[config.mk]
export PLATFORM = sky130hd
export DESIGN_NAME = md_ctrl_flat
export DESIGN_NICKNAME = d
export VERILOG_FILES = /design/src/rtl/md_ctrl_pkg.sv /design/src/rtl/md_ctrl_if.sv /design/src/rtl/md_op_decode.sv /design/src/rtl/md_ctrl.sv /design/src/flat_wrapper.sv
export SDC_FILE = /design/constraint.sdc
export NUM_CORES = 1
export LEC_CHECK = 0
export ABC_AREA = 1
export CELL_PAD_IN_SITES_DETAIL_PLACEMENT = 1
export CELL_PAD_IN_SITES_GLOBAL_PLACEMENT = 1
export CORE_UTILIZATION = 30
export CTS_CLUSTER_SIZE = 30
export DETAILED_ROUTE_END_ITERATION = 8
export GPL_TIMING_DRIVEN = 0
export PLACE_DENSITY = 0.9
export SLEW_MARGIN = 15
export SYNTH_ARGS = -nofsm -noshare
export SYNTH_HDL_FRONTEND = slang
export SYNTH_SLANG_ARGS = --single-unit
[constraint.sdc]
create_clock -name clk -period 2.2 [get_ports clk]
set_input_delay 0.55 -clock clk [delete_from_list [all_inputs] [get_ports clk]]
set_output_delay 0.55 -clock clk [all_outputs]
set_load 0.01 [all_outputs]
[src/rtl/md_ctrl_pkg.sv]
// Shared encodings for the E-stage multiply/divide controller: MD op codes,
// core op codes, FSM states and the decoded-op bundle.
package md_ctrl_pkg;

  typedef enum logic [2:0] {
    MD_NOP   = 3'd0,
    MD_MULT  = 3'd1,
    MD_MULTU = 3'd2,
    MD_DIV   = 3'd3,
    MD_DIVU  = 3'd4,
    MD_MTLO  = 3'd5,
    MD_MTHI  = 3'd6,
    MD_RSVD  = 3'd7
  } md_op_e;

  typedef enum logic [1:0] {
    CORE_NONE = 2'd0,
    CORE_MUL  = 2'd1,
    CORE_DIV  = 2'd2
  } core_op_e;

  typedef enum logic [1:0] {
    S_IDLE,
    S_ISSUE,
    S_WAIT
  } state_e;

  typedef struct packed {
    logic     is_start;
    logic     is_mt_hi;
    logic     is_mt_lo;
    core_op_e op;
    logic     sign;
  } md_dec_t;

endpackage

[src/rtl/md_ctrl_if.sv]
// Valid/ready link between the MD controller and the multi-cycle MD core.
interface md_ctrl_if;
  logic        core_in_valid;
  logic        core_in_ready;
  logic [1:0]  core_op;
  logic        core_sign;
  logic [31:0] core_src0;
  logic [31:0] core_src1;
  logic        core_out_valid;
  logic        core_out_ready;
  logic [31:0] core_res0;
  logic [31:0] core_res1;

  modport master (
    output core_in_valid, core_op, core_sign, core_src0, core_src1, core_out_ready,
    input  core_in_ready, core_out_valid, core_res0, core_res1
  );

  modport slave (
    input  core_in_valid, core_op, core_sign, core_src0, core_src1, core_out_ready,
    output core_in_ready, core_out_valid, core_res0, core_res1
  );
endinterface

[src/rtl/md_op_decode.sv]
// Combinational decode of the E-stage MD op into start/move-to flags and
// the core op/sign it maps to. Reserved code 7 decodes as a NOP.
module md_op_decode
  import md_ctrl_pkg::*;
(
  input  logic [2:0] e_op,
  output md_dec_t    dec
);

  always_comb begin
    dec = '0;
    case (md_op_e'(e_op))
      MD_MULT:  begin dec.is_start = 1'b1; dec.op = CORE_MUL; dec.sign = 1'b1; end
      MD_MULTU: begin dec.is_start = 1'b1; dec.op = CORE_MUL; end
      MD_DIV:   begin dec.is_start = 1'b1; dec.op = CORE_DIV; dec.sign = 1'b1; end
      MD_DIVU:  begin dec.is_start = 1'b1; dec.op = CORE_DIV; end
      MD_MTLO:  dec.is_mt_lo = 1'b1;
      MD_MTHI:  dec.is_mt_hi = 1'b1;
      default:  ;
    endcase
  end

endmodule

[src/rtl/md_ctrl.sv]
// E-stage MD sequencer: latches an op, hands it to the MD core over
// valid/ready, retires the result into HI/LO and raises the D-stage stall.
module md_ctrl
  import md_ctrl_pkg::*;
(
  input  logic        clk,
  input  logic        reset,
  input  logic [2:0]  e_op,
  input  logic [31:0] e_src_a,
  input  logic [31:0] e_src_b,
  input  logic        req,
  input  logic        d_uses_md,
  md_ctrl_if.master   core,
  output logic [31:0] hi,
  output logic [31:0] lo,
  output logic        busy,
  output logic        stall
);

  md_dec_t     dec;
  state_e      state_q, state_d;
  core_op_e    op_q;
  logic        sign_q;
  logic [31:0] a_q, b_q;
  logic        start_e, idle;

  md_op_decode u_dec (
    .e_op (e_op),
    .dec  (dec)
  );

  // A flushed op never starts; an op arriving while busy is dropped by the FSM.
  assign start_e = dec.is_start & ~req;
  assign idle    = (state_q == S_IDLE);
  assign busy    = ~idle;
  assign stall   = d_uses_md & (busy | start_e);

  always_ff @(posedge clk or negedge reset) begin
    if (!reset) state_q <= S_IDLE;
    else        state_q <= state_d;
  end

  always_comb begin
    state_d             = state_q;
    core.core_in_valid  = 1'b0;
    core.core_out_ready = 1'b0;
    case (state_q)
      S_IDLE:  if (start_e) state_d = S_ISSUE;
      S_ISSUE: begin
        core.core_in_valid = 1'b1;
        if (core.core_in_ready) state_d = S_WAIT;
      end
      S_WAIT: begin
        core.core_out_ready = 1'b1;
        if (core.core_out_valid) state_d = S_IDLE;
      end
      default: state_d = S_IDLE;
    endcase
  end

  always_ff @(posedge clk or negedge reset) begin
    if (!reset) begin
      op_q   <= CORE_NONE;
      sign_q <= 1'b0;
      a_q    <= '0;
      b_q    <= '0;
    end else if (idle && start_e) begin
      op_q   <= dec.op;
      sign_q <= dec.sign;
      a_q    <= e_src_a;
      b_q    <= e_src_b;
    end
  end

  // Divide-by-zero results are committed as the core produced them.
  always_ff @(posedge clk or negedge reset) begin
    if (!reset) begin
      hi <= '0;
      lo <= '0;
    end else if (idle && !req && dec.is_mt_lo) begin
      lo <= e_src_a;
    end else if (idle && !req && dec.is_mt_hi) begin
      hi <= e_src_a;
    end else if (state_q == S_WAIT && core.core_out_valid) begin
      hi <= core.core_res1;
      lo <= core.core_res0;
    end
  end

  assign core.core_op   = busy ? op_q   : CORE_NONE;
  assign core.core_sign = busy ? sign_q : 1'b0;
  assign core.core_src0 = busy ? a_q    : '0;
  assign core.core_src1 = busy ? b_q    : '0;

endmodule

[src/flat_wrapper.sv]
// flat-port wrapper written by rule: the top's interface ports become plain ports
module md_ctrl_flat import md_ctrl_pkg::*;
  (clk, reset, e_op, e_src_a, e_src_b, req, d_uses_md, hi, lo, busy, stall, core_core_in_valid, core_core_op, core_core_sign, core_core_src0, core_core_src1, core_core_out_ready, core_core_in_ready, core_core_out_valid, core_core_res0, core_core_res1);
  md_ctrl_if core_i ();
  input  logic clk;
  input  logic reset;
  input  logic [2:0] e_op;
  input  logic [31:0] e_src_a;
  input  logic [31:0] e_src_b;
  input  logic req;
  input  logic d_uses_md;
  output logic [31:0] hi;
  output logic [31:0] lo;
  output logic busy;
  output logic stall;
  output wire logic [$bits(core_i.core_in_valid)-1:0] core_core_in_valid;
  output wire logic [$bits(core_i.core_op)-1:0] core_core_op;
  output wire logic [$bits(core_i.core_sign)-1:0] core_core_sign;
  output wire logic [$bits(core_i.core_src0)-1:0] core_core_src0;
  output wire logic [$bits(core_i.core_src1)-1:0] core_core_src1;
  output wire logic [$bits(core_i.core_out_ready)-1:0] core_core_out_ready;
  input wire logic [$bits(core_i.core_in_ready)-1:0] core_core_in_ready;
  input wire logic [$bits(core_i.core_out_valid)-1:0] core_core_out_valid;
  input wire logic [$bits(core_i.core_res0)-1:0] core_core_res0;
  input wire logic [$bits(core_i.core_res1)-1:0] core_core_res1;
  assign core_core_in_valid = core_i.core_in_valid;
  assign core_core_op = core_i.core_op;
  assign core_core_sign = core_i.core_sign;
  assign core_core_src0 = core_i.core_src0;
  assign core_core_src1 = core_i.core_src1;
  assign core_core_out_ready = core_i.core_out_ready;
  assign core_i.core_in_ready = core_core_in_ready;
  assign core_i.core_out_valid = core_core_out_valid;
  assign core_i.core_res0 = core_core_res0;
  assign core_i.core_res1 = core_core_res1;
  md_ctrl u_core (.clk(clk), .reset(reset), .e_op(e_op), .e_src_a(e_src_a), .e_src_b(e_src_b), .req(req), .d_uses_md(d_uses_md), .core(core_i), .hi(hi), .lo(lo), .busy(busy), .stall(stall));
endmodule
**Word level (Yosys, flattened, before mapping)**

Index checks and enable logic that the tools add are counted.

- Register bits: 133
- Output and inout bits: 135

- Equal/unequal tests: 12
- Multiplexer cells: 20
- Bitwise logic cells: 6
- Reductions and logical operators: 16

Operator list:

| kind | number |
|---|---|
| two-way mux 32 bit | 7 |
| == test 3 bit (second input constant) | 3 |
| two-way mux 2 bit | 4 |
| two-way mux 1 bit | 7 |
| == test 3 x 2 -> 1 bit (second input constant) | 2 |
| case mux 2 bit (3 select lines) | 1 |
| OR reduction 2 bit | 3 |
| logical AND 1 bit | 5 |
| inequality test 2 x 1 -> 1 bit (second input constant) | 2 |
| inequality test 2 bit (second input constant) | 2 |
| case mux 2 bit (2 select lines) | 1 |
| AND reduction 2 bit | 2 |
| nonzero test 2 bit | 2 |
| OR reduction 4 bit | 1 |
| == test 3 x 1 -> 1 bit (second input constant) | 1 |
| NOT 1 bit | 3 |
| AND reduction 3 bit | 1 |
| bitwise AND 1 bit | 2 |
| == test 2 x 1 -> 1 bit (second input constant) | 1 |
| == test 2 bit (second input constant) | 1 |
| logical NOT 2 bit | 1 |
| logical NOT 1 bit | 1 |
| bitwise OR 1 bit | 1 |

**Logic depth before layout (Yosys ltp)**

Gate-level depths: netlist of the first run.

- Depth after elaboration: 6
- Mapped depth: 10

**By module**

A second synthesis of the first run with hierarchy kept.

- Cell total of the unflattened synthesis: 909
- Area total of the unflattened synthesis: 6521.3 um^2

Modules (own cells, without submodules):

| module | times used | cells each | area an instance (um^2) | sequential area each (um^2) |
|---|---|---|---|---|
| md_ctrl | 1 | 893 | 6456.2 | 3328.2 |
| md_op_decode | 1 | 16 | 65.1 | 0.0 |

**Worst setup path after synthesis of the first run**

OpenSTA, ideal clock, no wires.

- Path kind: input to output
- Start: in e_op[0]
- End: out stall
- Arrival: 1.301 ns
- Data required time: 1.650 ns
- Path slack: 0.349 ns
- Stages: 8
- Cell sequence: inv_1 -> nand2_1 -> nand2_1 -> nand2_1 -> nand2_1 -> buf_2 -> nand2_1 -> a21oi_1

- Longest elaborated chain between the ends: 6

RTL lines:

| what | RTL line | text |
|---|---|---|
| start: declaration | flat_wrapper.sv:7 | `input logic [2:0] e_op;` |
| == test 3 x 2 -> 1 bit (tied with other cells) | md_op_decode.sv:12 | `case (md_op_e'(e_op))` |
| OR reduction 4 bit (no line) (*) | n/a |  |
| two-way mux 1 bit (*) | md_op_decode.sv:12 |  |
| bitwise AND 1 bit (*) | md_ctrl.sv:33 | `assign start_e = dec.is_start & ~req;` |
| bitwise OR 1 bit (*) | md_ctrl.sv:36 | `assign stall = d_uses_md & (busy \| start_e);` |
| bitwise AND 1 bit (*) | md_ctrl.sv:36 |  |
| end: declaration | flat_wrapper.sv:15 | `output logic stall;` |

Mark *: on every way between the ends. The rest lies on a longest branch, timed or not.

**Worst setup path in the final report of the first run**

- Start: reg u_core.state_q[1]
- End: out core_core_src0[12]

- Longest elaborated chain between the ends: 2

RTL lines:

| what | RTL line | text |
|---|---|---|
| start: declaration | md_ctrl.sv:21 | `state_e state_q, state_d;` |
| start signal: assignment | md_ctrl.sv:40 | `else state_q <= state_d;` |
| logical NOT 2 bit | md_ctrl.sv:34 | `assign idle = (state_q == S_IDLE);` |
| two-way mux 32 bit | md_ctrl.sv:92 | `assign core.core_src0 = busy ? a_q : '0;` |
| end: declaration | flat_wrapper.sv:19 | `output wire logic [$bits(core_i.core_src0)-1:0] core_core_src0;` |

Every way passes these cells.

==> impl.org, run 1 <==
** Outcome
- Outcome :: finished with violations
- The final reports fail on setup timing.

** Pwr
- Share of total power in the clock network :: 0.218
- Net Sw Power :: approximately 0.0050 W
- Of the total power, registers draw 0.325.
- For this design the ratio of total power to cell area is roughly 1200 nW/um^2.
- Internal power of the cells :: approximately 0.0084 W
- Leakage power summed over all cells :: between 5 and 6 nW
- Worst vdd ir :: 0.579 mV
- The share of total power dissipated in combinational logic is 0.457.
- Net switching share of the total power :: 0.372

** Global routing
- Number of antenna violations at the first check in global routing :: 2
- The number of global-route vias before repair came to roughly 8,000.
- Entering global routing, the biggest net connects 77 pins.
- The first global-routing pass estimated approximately 44,000 um of wire.
- Across every metal layer, demand over resource in global routing totals 0.242.
- The total overflow left after global routing is 0.

** Timing
- The number of failing hold endpoints at the final stage was 0.
- In the finished design, the share of the clock period the worst path needs comes to 1.00.
- The routed design could run at a clock period as short as 2.20 ns.
- Unrepaired setup endpoints after global routing :: yes
- Clock skew on the completed layout was measured at approximately 0.007 ns.
- Slew Limit Fails :: 0
- Hold timing on the final database bottoms out at a slack of around 0.028 ns.
- Worst slew margin relative to its limit :: 0.645
- Peak Freq :: between 0.4 and 0.5 GHz
- Across all setup checks in the final design, the least slack found is -0.00167 ns.
- Tightest Pin Transition :: 0.533 ns
- Final setup viols :: 1

** Yosys
- Counting every instance in the synthesized netlist gives 984.
- Post-synth top area share :: 0.486
- Counting every net in the synthesized netlist gives approximately 1,100.
- Share of the yosys chip area belonging to registers :: 0.486
- Number of register bits inferred by synthesis :: 133
- After synthesis the cells add up to just under 7000 um^2.
- After synthesis, the mean cell area works out to ~7 um^2.
- Cell type with the highest aggregate area in the netlist :: dfrtp_1
- Among all cell types in the netlist, the one instantiated most often is nand2_1.
- Dominant cells by area after synthesis :: dfrtp_1, nand2_1, nand3_1
- In this run, distinct cell masters in the synthesized netlist total 15.
- After synthesis, the share of flip-flops with an asynchronous set or reset is 1.00.
- Yosys Warn Count :: 0
- By count the netlist is led by nand2_1, nand3_1, inv_1, dfrtp_1, nor2_1.
- For this run, the leading register cell type out of synthesis is dfrtp_1.
- Yosys mapped a number of flops with a built-in enable equal to 0.

** Setup path
- Worst setup path start :: u_core.state_q[1]$_DFFE_PN0P_
- Category of the critical setup timing path :: reg -> out
- CP Max Fanout :: 6
- STA classifies the critical path startpoint as a flip-flop.
- STA classifies the critical path endpoint as a primary output.
- For the worst setup path, the data arrival time is about 1.7 ns.
- For the worst setup path, the data required time is ~1.7 ns.
- The startpoint identified for the worst register-to-register timing path is u_core.state_q[1]$_DFFE_PN0P_.
- Slack of the worst reg-to-reg path :: approximately 0.15 ns

** Clock network
- Number of buffers inserted during clock tree synthesis :: 17
- After clock tree synthesis, the clock-pin slew on the worst setup and hold paths is roughly 0.070 ns.
- Skew-Pair Late Insertion Delay :: around 0.42 ns
- Counting every sink on the clock net gives between 100 and 150.
- The clock passes through at most 2 buffers.
- In this run the number of H-tree levels came out at 4.
- TritonCTS built the clock tree.
- Clock tree synthesis selected as its root buffer the cell clkbuf_16.

** Floorplan
- After floorplanning, the core was divided into 54 placement rows.
- Die height :: approximately 150 um
- Die Outline Area :: 23,500 um^2
- I/O Pins :: between 200 and 300
- The core region is 22,100 um^2.
- The die is ~150 um wide.
- The initial utilization of the core area, before any placement, comes to 0.310.

** Placed design
- Routability congestion estimate from global placement :: 0.832
- # port buffers :: approximately 270
- Half-perimeter wire length after detailed placement :: 20,500 um
- Including well taps, the total number of placed cells is 1,536.

** Drt
- WL/cell :: 17.8 um
- In this run the remaining antenna-violating nets after routing total 0.
- Drt drc :: 0
- For this block, the initial DRC count from the detailed router was between 200 and 250.
- The routed design has between 20,000 and 30,000 um of wire.
- The final route contains between 7,000 and 8,000 vias.
- The first detailed-routing pass ran for 4 iterations.
- Using the TritonRoute via totals, the vias-per-cell ratio works out to 4.74.

** Cells and area
- Syn-to-layout area delta :: 59.9%
- Layout Nets :: around 1,400
- Fillers :: between 2,000 and 3,000
- Final instance count without filler cells :: between 1,500 and 2,000
- Proportion of layout cells with a drive suffix above 1 :: 0.141

** Min path
- Hold crit path type :: in -> async

** Job
- MaxCap Viol Count :: 0
-- per-stage QoR --
| stage | power [W] | area (um^2) | setup WS [ns] | utilization | setup TNS, ns |
|---|---|---|---|---|---|
| final | 0.0133 | 11000 | -0.00167 | 0.496 | -0.00167 |
| after global placement | 0.00955 | 9920 | -5.01 | 0.449 | -688.34 |
| after floorplan | 0.00658 | 6850 | 0.349 | - | 0 |
| after CTS | 0.0128 | 10600 | -0.0846 | 0.480 | -0.0871 |
| after detailed placement | 0.00979 | 9950 | -0.922 | 0.450 | -33.53 |
| after global routing | 0.0142 | 11000 | -0.0744 | 0.496 | -0.662 |
-- power groups by stage --
stage          clock network (W)  logic, W  registers, W
6_report                 0.00290   0.00608       0.00433
2_1_floorplan                  0   0.00212       0.00446
4_1_cts                  0.00296   0.00555       0.00432
3_5_place_dp                   0   0.00545       0.00433
5_1_grt                  0.00307   0.00663       0.00447
3_3_place_gp                   0   0.00526       0.00429
-- worst max-delay path, cell delays in order (launching register included) --
cell and delay [ns]:
dfrtp_1 0.41, nor2_4 0.19, clkbuf_16 0.19, buf_8 0.12, buf_12 0.13, nor2_1 0.05
buf_2 0.14
-- per-layer routing --
metal,part of all wire,vias to the layer above,GRT usage
met3,0.055,49,0.0536
met4,0.026,0,0.0948
met5,0,-,0
met2,0.50,255,0.421
li1,-,3576,-
met1,0.42,3661,0.289
-- placed cells by master, fill, tap and decap left out, types with 3 or more instances in the layout --
cell type,count
buf_12,3
buf_2,51
buf_4,13
buf_6,29
buf_8,3
clkbuf_1,6
clkbuf_16,21
clkbuf_2,16
clkdlybuf4s15_1,14
clkdlybuf4s50_1,196
clkinvlp_4,5
dfrtp_1,133
dlygate4sd2_1,13
inv_1,170
inv_2,3
inv_6,3
nand2_1,343
nand3_1,196
nor2_1,45
nor2_2,5
nor2_4,22
-- flip-flops by register name, indices dropped and copies added (netlist names) --
| name | count |
|---|---|
| u_core.b_q | 32 |
| u_core.hi | 32 |
| u_core.sign_q | 1 |
| u_core.lo | 32 |
| u_core.op_q | 2 |
| u_core.state_q | 2 |
| u_core.a_q | 32 |
-- what timing repair did --
item                                    CTS  global route
pin swaps                                 2             2
resized for setup                       210           115
endpoints found under the setup margin   70           111
buffers inserted                         11             5
hold buffers                              0             0
cloned                                    2             3
-- logic make-up (layout without fill, tap and decap cells) --
group	Yosys count	count (layout)	synth area share
AO/OA/AOI/OAI	4	4	0.00365
buffers and inverters	234	558	0.138
flip-flops	133	133	0.486
other	0	2	0
AND/OR/NAND/NOR	613	613	0.373
-- layout make-up --
| cell class | instances | area [um^2] | area share |
|---|---|---|---|
| tap | 280 | 350 | 0.0320 |
| sequential | 133 | 3330 | 0.304 |
| timing repair buffer | 292 | 2880 | 0.262 |
| inverter | 173 | 649 | 0.0592 |
| multi-input combinational | 617 | 2760 | 0.251 |
| antenna | 2 | 5.00 | 0.000457 |
| clock buffer | 18 | 439 | 0.0401 |
| buffer | 61 | 405 | 0.0370 |
| clock inverter | 14 | 151 | 0.0138 |
-- final timing paths --
check / to / cells after the start
max: core_core_src0[12] / 6
min: u_core.lo[13]$_DFFE_PN0P_ / 1
max reg2reg: u_core.lo[26]$_DFFE_PN0P_ / 10
min reg2reg: u_core.b_q[13]$_DFFE_PN0P_ / 2
max in group asynchronous: u_core.a_q[12]$_DFFE_PN0P_ / 2
min in group clk: u_core.b_q[13]$_DFFE_PN0P_ / 2
No activity file was read; power rests on OpenSTA's default activity.
==> run 2: changes to the inputs <==
- CORE_UTILIZATION: 30 -> 27
- PLACE_DENSITY: 0.9 -> 0.86
- clock period: 2.2 -> 1.8 ns (I/O delays scaled with it)
==> impl.org, run 2 (synthesis gave the netlist of run 1 again) <==
** Setup path
- The startpoint identified for the worst register-to-register timing path is u_core.state_q[1]$_DFFE_PN0P_.
- The setup path with the least slack is of type reg -> out.
- Kind of start point of the critical path :: flip-flop
- Endpoint of the worst register-to-register path :: u_core.a_q[30]$_DFFE_PN0P_
- Measured in cells, the most critical reg-to-reg path has a length of 12.
- Slack of the worst reg-to-reg path :: -0.13 ns
- Critical path required time :: around 1.4 ns
- In this run the worst setup path begins at u_core.state_q[1]$_DFFE_PN0P_.
- Data arrival time of the critical path :: approximately 1.6 ns
- The critical path ends at core_core_src1[27].
- CP Max Fanout :: 5
- The worst setup path is captured at a primary output.

** Timing
- For the pin with the worst max-slew slack, the measured transition is about 0.54 ns.
- Hold is met by between 0.3 and 0.4 ns.
- Share of the cycle needed by the critical path after routing :: 1.14
- Post-layout min period :: between 2 and 2.5 ns
- The clock arrives with slightly below 0.007 ns of skew.
- Final worst slack :: -0.253 ns
- Peak Freq :: about 0.49 GHz
- Final Hold Fails :: 0
- Setup repair after global routing could not meet its margin everywhere.
- Setup violations remaining at the end of the flow were counted as around 150.
- Worst slew margin relative to its limit :: 0.637
- The number of max-slew violations in the final report is 0.

** Cells and area
- Final Core Density :: 0.490
- Syn-to-layout area delta :: 75.8%
- The final layout contains 1,455 nets.
- Most frequent cells in the layout :: nand2_1, nand3_1, inv_1
- Summed area of non-filler cells in the final layout :: 12,000 um^2
- Proportion of layout cells with a drive suffix above 1 :: 0.206
- The library cell used most frequently in the layout, excluding fill and tap cells, is nand2_1.

** Outcome
- Outcome :: finished with violations
- The checks that failed: setup timing.

** Clock network
- Clock tree synthesis inserted a total of 17 buffers.
- After clock tree synthesis, the clock-pin slew on the worst setup and hold paths is 0.06 ns.
- CTS tree :: done
- Deepest level of the CTS H-tree :: 4
- The clock passes through at most 2 buffers.
- The clock reaches the later pin of the worst-skew pair after roughly 0.42 ns.
- Number of clock sinks :: 133
- Clock root buffer :: clkbuf_16

** Drt
- The first detailed-routing pass took 4 iterations.
- Once detail routing completed, the nets flagged for antenna violations numbered 0.
- The detailed router placed about 7,600 vias in this run.
- The routed design has 29,500 um of wire.
- Drt drc :: 0
- For this block, the initial DRC count from the detailed router was ~300.
- Dividing the detail-routed via count by the number of cells gives about 4.6.
- Dividing the detail-routed wire length by the instance count gives ~18 um.

** Floorplan
- about 270 I/O pins were placed.
- The initialized floorplan defines 57 standard-cell rows.
- The die covers about 26,000 um^2.
- From bottom edge to top edge, the die measures approximately 160 um.
- For this configuration, the core starts out at a cell density of 0.279.
- Horiz. Die Dim :: roughly 160 um
- Core ar. :: 24,600 um^2

** Global routing
- The first global-routing pass estimated between 40,000 and 50,000 um of wire.
- The total overflow left after global routing is 0.
- The number of global-route vias before repair came to a little over 8,000.
- Entering global routing, the biggest net connects 86 pins.
- In the global route stage, overall resource usage came out at 0.218.
- Number of antenna violations at the first check in global routing :: 1

** Job
- Across the run, the number of max-cap violations was 0.

** Min path
- The worst hold path belongs to the class in -> reg.

** Placed design
- Placement Cell Area :: around 10,000 um^2
- During placement, the flow inserted port buffers numbering between 200 and 300.
- Routability congestion estimate from global placement :: between 0.8 and 0.9
- Half-perimeter wire length after detailed placement :: slightly above 20,000 um

** Pwr
- Worst vdd ir :: approximately 0.60 mV
- The design draws 0.0174 W.
- Summed over all cells, the static leakage comes to 6.68 nW.
- Power per standard cell area :: around 1400 nW/um^2
[run 2: per-layer routing]
metal  part of all wire  track usage  wire [um]  vias to the layer above
met5                  0            0          0                        -
met4              0.023       0.0750        676                        0
met3              0.047       0.0467       1390                       44
met2               0.50        0.369      14800                      231
met1               0.43        0.274      12700                     3710
li1                   -            -          -                     3625
[run 2: what timing repair did]
item / CTS / global route
setup buffers: 19 / 18
pin swaps: 4 / 8
endpoints found under the hold margin: 48 / 0
gates resized for setup: 424 / 260
setup endpoints to repair: 192 / 231
gates cloned: 4 / 9
hold buffers: 1 / 0
[run 2: cell type report]
type / instances / area, um^2
Fill cell: 2948 / 12600
Sequential cell: 133 / 3330
Timing Repair Buffer: 318 / 3320
Multi-Input combinational cell: 617 / 2980
Inverter: 173 / 664
Buffer: 58 / 659
Clock buffer: 19 / 433
Tap cell: 324 / 405
Clock inverter: 12 / 253
Antenna cell: 1 / 2.50
[run 2: metrics by stage]
step / TNS (ns) / setup slack, ns / cells
after global routing: -33.28 / -0.324 / 1655
final: -17.78 / -0.253 / 1655
after CTS: -27.97 / -0.299 / 1634
after floorplan: 0 / 0.105 / 984
after global placement: -790.95 / -5.34 / 1579
after detailed placement: -95.20 / -1.15 / 1580
[run 2: report_power, final]
group	leakage (nW)	total, W	switching (W)	internal, W
logic	4.70	0.00800	0.00410	0.00390
clock network	0.327	0.00414	0.00139	0.00274
registers	1.65	0.00524	0.000837	0.00441
total	6.68	0.0174	0.00633	0.0110
[run 2: how the worst min path moves through the flow]
stage	start	end	slack (ns)	cells after the start
finish	e_op[0]	u_core.sign_q$_DFFE_PN0P_	0.35	3
global route	e_op[0]	u_core.sign_q$_DFFE_PN0P_	0.34	3
floorplan	reset	u_core.a_q[0]$_DFFE_PN0P_	0.15	0
global placement	u_core.a_q[10]$_DFFE_PN0P_	u_core.a_q[10]$_DFFE_PN0P_	0.45	2
detailed placement	reset	u_core.lo[15]$_DFFE_PN0P_	0.40	1
CTS	e_op[0]	u_core.sign_q$_DFFE_PN0P_	0.33	3
[run 2: worst max-delay path, cell delays in order (launching register included)]
cell     delay [ns]
dfrtp_1        0.41
nor2_4         0.18
buf_6          0.16
buf_12         0.14
buf_8          0.13
nor2_2         0.04
buf_2          0.13
==> run 3: changes to the inputs <==
- ABC_AREA: 1 -> 0
- CORE_UTILIZATION: 27 -> 30
- SETUP_SLACK_MARGIN: unset -> 0.1
==> impl.org, run 3 <==
** Placed design
- Routability congestion estimate from global placement :: about 0.73
- Timing analysis after detailed placement gives a worst setup slack of -0.996 ns.
- Half-perimeter wire length after detailed placement :: 14,800 um
- # port buffers :: 269
- Including well taps, the total number of placed cells is ~990.

** Cells and area
- After filler insertion, the fill cell instance count of the layout stands at 2,043.
- Proportion of layout cells with a drive suffix above 1 :: 0.514
- In the final layout, flip-flops and latches occupy around 3300 um^2.
- Syn-to-layout area delta :: 78.1%
- Area used by multi-input combinational logic :: 2990 um^2
- The library cell used most frequently in the layout, excluding fill and tap cells, is mux2_2.
- The count of cells in the finished layout, fillers not included, comes to 1,067.
- At the end of the flow, the number of nets in the layout was between 900 and 1,000.
- Most frequent cells in the layout :: mux2_2, clkdlybuf4s50_1, dfrtp_1

** Floorplan
- Measured along the x axis, the die boundary spans roughly 150 um.
- Starting utilization of the core area :: 0.309
- The floorplan step defined a die boundary enclosing ~22,000 um^2.
- After floorplanning, the core was divided into 52 placement rows.
- The core region is a little over 20,000 um^2.
- I/O Pins :: 272
- The floorplan step set the die height to around 150 um.

** Clock network
- CTS tree :: done
- The clock passes through at most 2 buffers.
- Clock-pin slew was measured on the worst setup and hold paths at roughly 0.060 ns.
- Skew-Pair Late Insertion Delay :: a little over 0.4 ns
- The cell sitting at the root of the clock tree is a clkbuf_16.
- Deepest level of the CTS H-tree :: 4
- Number of buffers inserted during clock tree synthesis :: 17
- Number of clock sinks :: between 100 and 150

** Drt
- Via density per instance :: around 4.6
- In the routed design, unresolved DRC markers number 0.
- Length of the first detailed-routing pass in iterations :: 4
- Antenna viol nets, final :: 0
- After detailed routing, the total wire length is 22,900 um.
- After the first detailed-routing iteration, the DRC count stood at between 60 and 70.
- For this block, the via count after detailed routing is 4,906.
- After detailed routing, the average wire length per cell comes to approximately 21 um.

** Yosys
- Number of register bits inferred by synthesis :: roughly 130
- By count the netlist is led by mux2_2, dfrtp_1, and2_1, mux2_4, clkbuf_1.
- Share of the yosys chip area belonging to registers :: 0.525
- The share of synthesized area in the top cell type comes to 0.525.
- Counting every net in the synthesized netlist gives ~590.
- In the synthesized netlist the async set-or-reset flop fraction comes to 1.00.
- Most frequently used flop master after synthesis :: dfrtp_1
- The biggest area contributor in the post-synthesis netlist is dfrtp_1.
- Instance count of the mapped netlist :: ~450
- Yosys Warn Count :: 0
- Syn Std Cell Area :: about 6300 um^2
- After synthesis, the mean cell area works out to 14.1 um^2.
- Distinct cells, synth :: 24
- Among all cell types in the netlist, the one instantiated most often is mux2_2.
- Dominant cells by area after synthesis :: dfrtp_1, mux2_2, and2_1
- Counting flops with a built-in enable in the synthesized netlist gives 0.

** Outcome
- Violations in the final reports :: setup timing
- Outcome :: finished with violations

** Pwr
- Share of total power in the clock network :: 0.217
- Portion of total power attributed to combinational logic :: 0.480
- The analysis attributes to cell leakage a power of 5.66 nW.
- The internal power of the cells totals 0.0118 W.
- Power per standard cell area :: around 1500 nW/um^2
- Worst vdd ir :: between 0.6 and 0.7 mV
- Net switching share of the total power :: 0.301
- Power share of the sequential group :: 0.304
- The analysis attributes to net switching a power of just over 0.005 W.

** Setup path
- The endpoint identified for the worst register-to-register timing path is u_core.b_q[5]$_DFFE_PN0P_.
- The worst setup path is launched from a flip-flop.
- The worst register-to-register path begins at u_core.state_q[0]$_DFFE_PN0P_.
- Slack of the worst reg-to-reg path :: -0.48 ns
- Measured in cells, the most critical reg-to-reg path has a length of 8.
- The critical path starts at u_core.state_q[0]$_DFFE_PN0P_.
- The critical path is of the reg -> reg type.
- CP Max Fanout :: 6
- STA puts the critical path data arrival time at roughly 2.6 ns.
- Critical path required time :: roughly 2.1 ns
- Kind of capture point of the worst setup path :: flip-flop

** Timing
- Subtracting the final worst setup slack from the clock period gives between 2 and 2.5 ns.
- Worst clock skew :: around 0.007 ns
- Final Hold Fails :: 0
- The number of max-slew violations in the final report is 0.
- Setup slack on the critical path of the routed design comes to -0.483 ns.
- Static timing analysis puts the maximum clock frequency at roughly 0.44 GHz.
- In the finished design, the share of the clock period the worst path needs comes to 1.27.
- In this run the tightest slew margin relative to its limit is 0.585.
- Setup violations remaining at the end of the flow were counted as approximately 200.
- Unrepaired setup endpoints after global routing :: yes
- For the pin with the worst max-slew slack, the measured transition is approximately 0.62 ns.

** Global routing
- Summed over all layers, the global routing overflow is 0.
- Wire length of the first global-routing pass :: between 30,000 and 40,000 um
- Number of global-route vias before repair :: between 5,000 and 6,000
- GRT Overall Usage :: 0.198
- The initial antenna violation count came to 1.
- Entering global routing, the biggest net connects 70 pins.

** Job
- MaxCap Viol Count :: 0

** Min path
- Hold-critical path endpoint :: u_core.sign_q$_DFFE_PN0P_
- The worst hold path belongs to the class in -> reg.
- The startpoint identified for the worst hold timing path is e_op[0].
- Counting instances, the worst hold path has a depth of 3.
run 3: cell types whose count changed in the layout (fill, tap and decap cells not counted), moves of 17 or more:
cell and delta:
and2_1 +39, dlymetal6s2s_1 +34, nor2_2 -17, mux2_4 +33
nand2_1 -334, and2_4 +28, buf_6 -29, dlygate4sd2_1 -30
nor2_4 -39, inv_1 -166, mux2_2 +159, nand3_1 -196
run 3: cell type report:
type,count,area share
Sequential cell,133,0.295
Clock inverter,12,0.0136
Clock buffer,20,0.0404
Antenna cell,1,0.000222
Inverter,3,0.000997
Tap cell,270,0.0299
Buffer,31,0.0534
Timing Repair Buffer,313,0.302
Multi-Input combinational cell,284,0.265
run 3: power groups by stage:
stage,sequential [W],combinational [W],clock (W)
finish,0.00512,0.00809,0.00365
global route,0.00531,0.00860,0.00385
CTS,0.00511,0.00784,0.00372
detailed placement,0.00516,0.00734,0
global placement,0.00504,0.00719,0
floorplan,0.00535,0.00330,0
run 3: through the flow:
step / setup TNS, ns / hold slack, ns / utilization / power, W / cell area [um^2]
2_1_floorplan: -3.57 / 0.154 / - / 0.00865 / 6410
3_3_place_gp: -852.10 / 0.469 / 0.460 / 0.0122 / 9440
3_5_place_dp: -136.63 / 0.443 / 0.462 / 0.0125 / 9470
4_1_cts: -51.39 / 0.317 / 0.515 / 0.0167 / 10600
5_1_grt: -74.47 / 0.327 / 0.551 / 0.0178 / 11300
6_report: -65.09 / 0.331 / 0.551 / 0.0169 / 11300
run 3: timing repair:
item / in CTS / in global routing
cloned: 5 / 13
buffers inserted: 11 / 14
hold buffers: 1 / 0
pin swaps: 18 / 5
resized for setup: 411 / 131
setup endpoints to repair: 266 / 266
endpoints found under the hold margin: 6 / 0
run 3: logic make-up (layout without fill, tap and decap cells):
family | Yosys count | in the layout | share of synthesized area
multiplexers | 192 | 192 | 0.357
other | 0 | 1 | 0
flip-flops | 133 | 133 | 0.525
buffers and inverters | 34 | 379 | 0.0266
XOR/XNOR | 2 | 2 | 0.00276
AO/OA/AOI/OAI | 8 | 8 | 0.00809
AND/OR/NAND/NOR | 82 | 82 | 0.0807
run 3: worst max-delay path, stage by stage, from the launching register on:
cell	delay (ns)
dfrtp_2	0.41
buf_4	0.14
buf_6	0.13
or3_4	0.40
or3_4	0.34
buf_8	0.15
buf_12	0.15
clkbuf_16	0.16
mux2_4	0.29
run 3: metal layers:
layer  wire [um]  track usage  up-vias
met5           0            0        -
met4         487       0.0701        0
met3        1100       0.0515       30
met2       12100        0.346      154
met1        9240        0.234     2485
li1            -            -     2237
run 3: worst max-delay path by stage:
| stage | end | cells after the start |
|---|---|---|
| after global placement | u_core.lo[18]$_DFFE_PN0P_ | 1 |
| after detailed placement | u_core.lo[27]$_DFFE_PN0P_ | 5 |
| after CTS | core_core_src0[23] | 6 |
| after floorplan | u_core.a_q[24]$_DFFE_PN0P_ | 7 |
| final | u_core.b_q[5]$_DFFE_PN0P_ | 8 |
| after global routing | core_core_src0[20] | 6 |
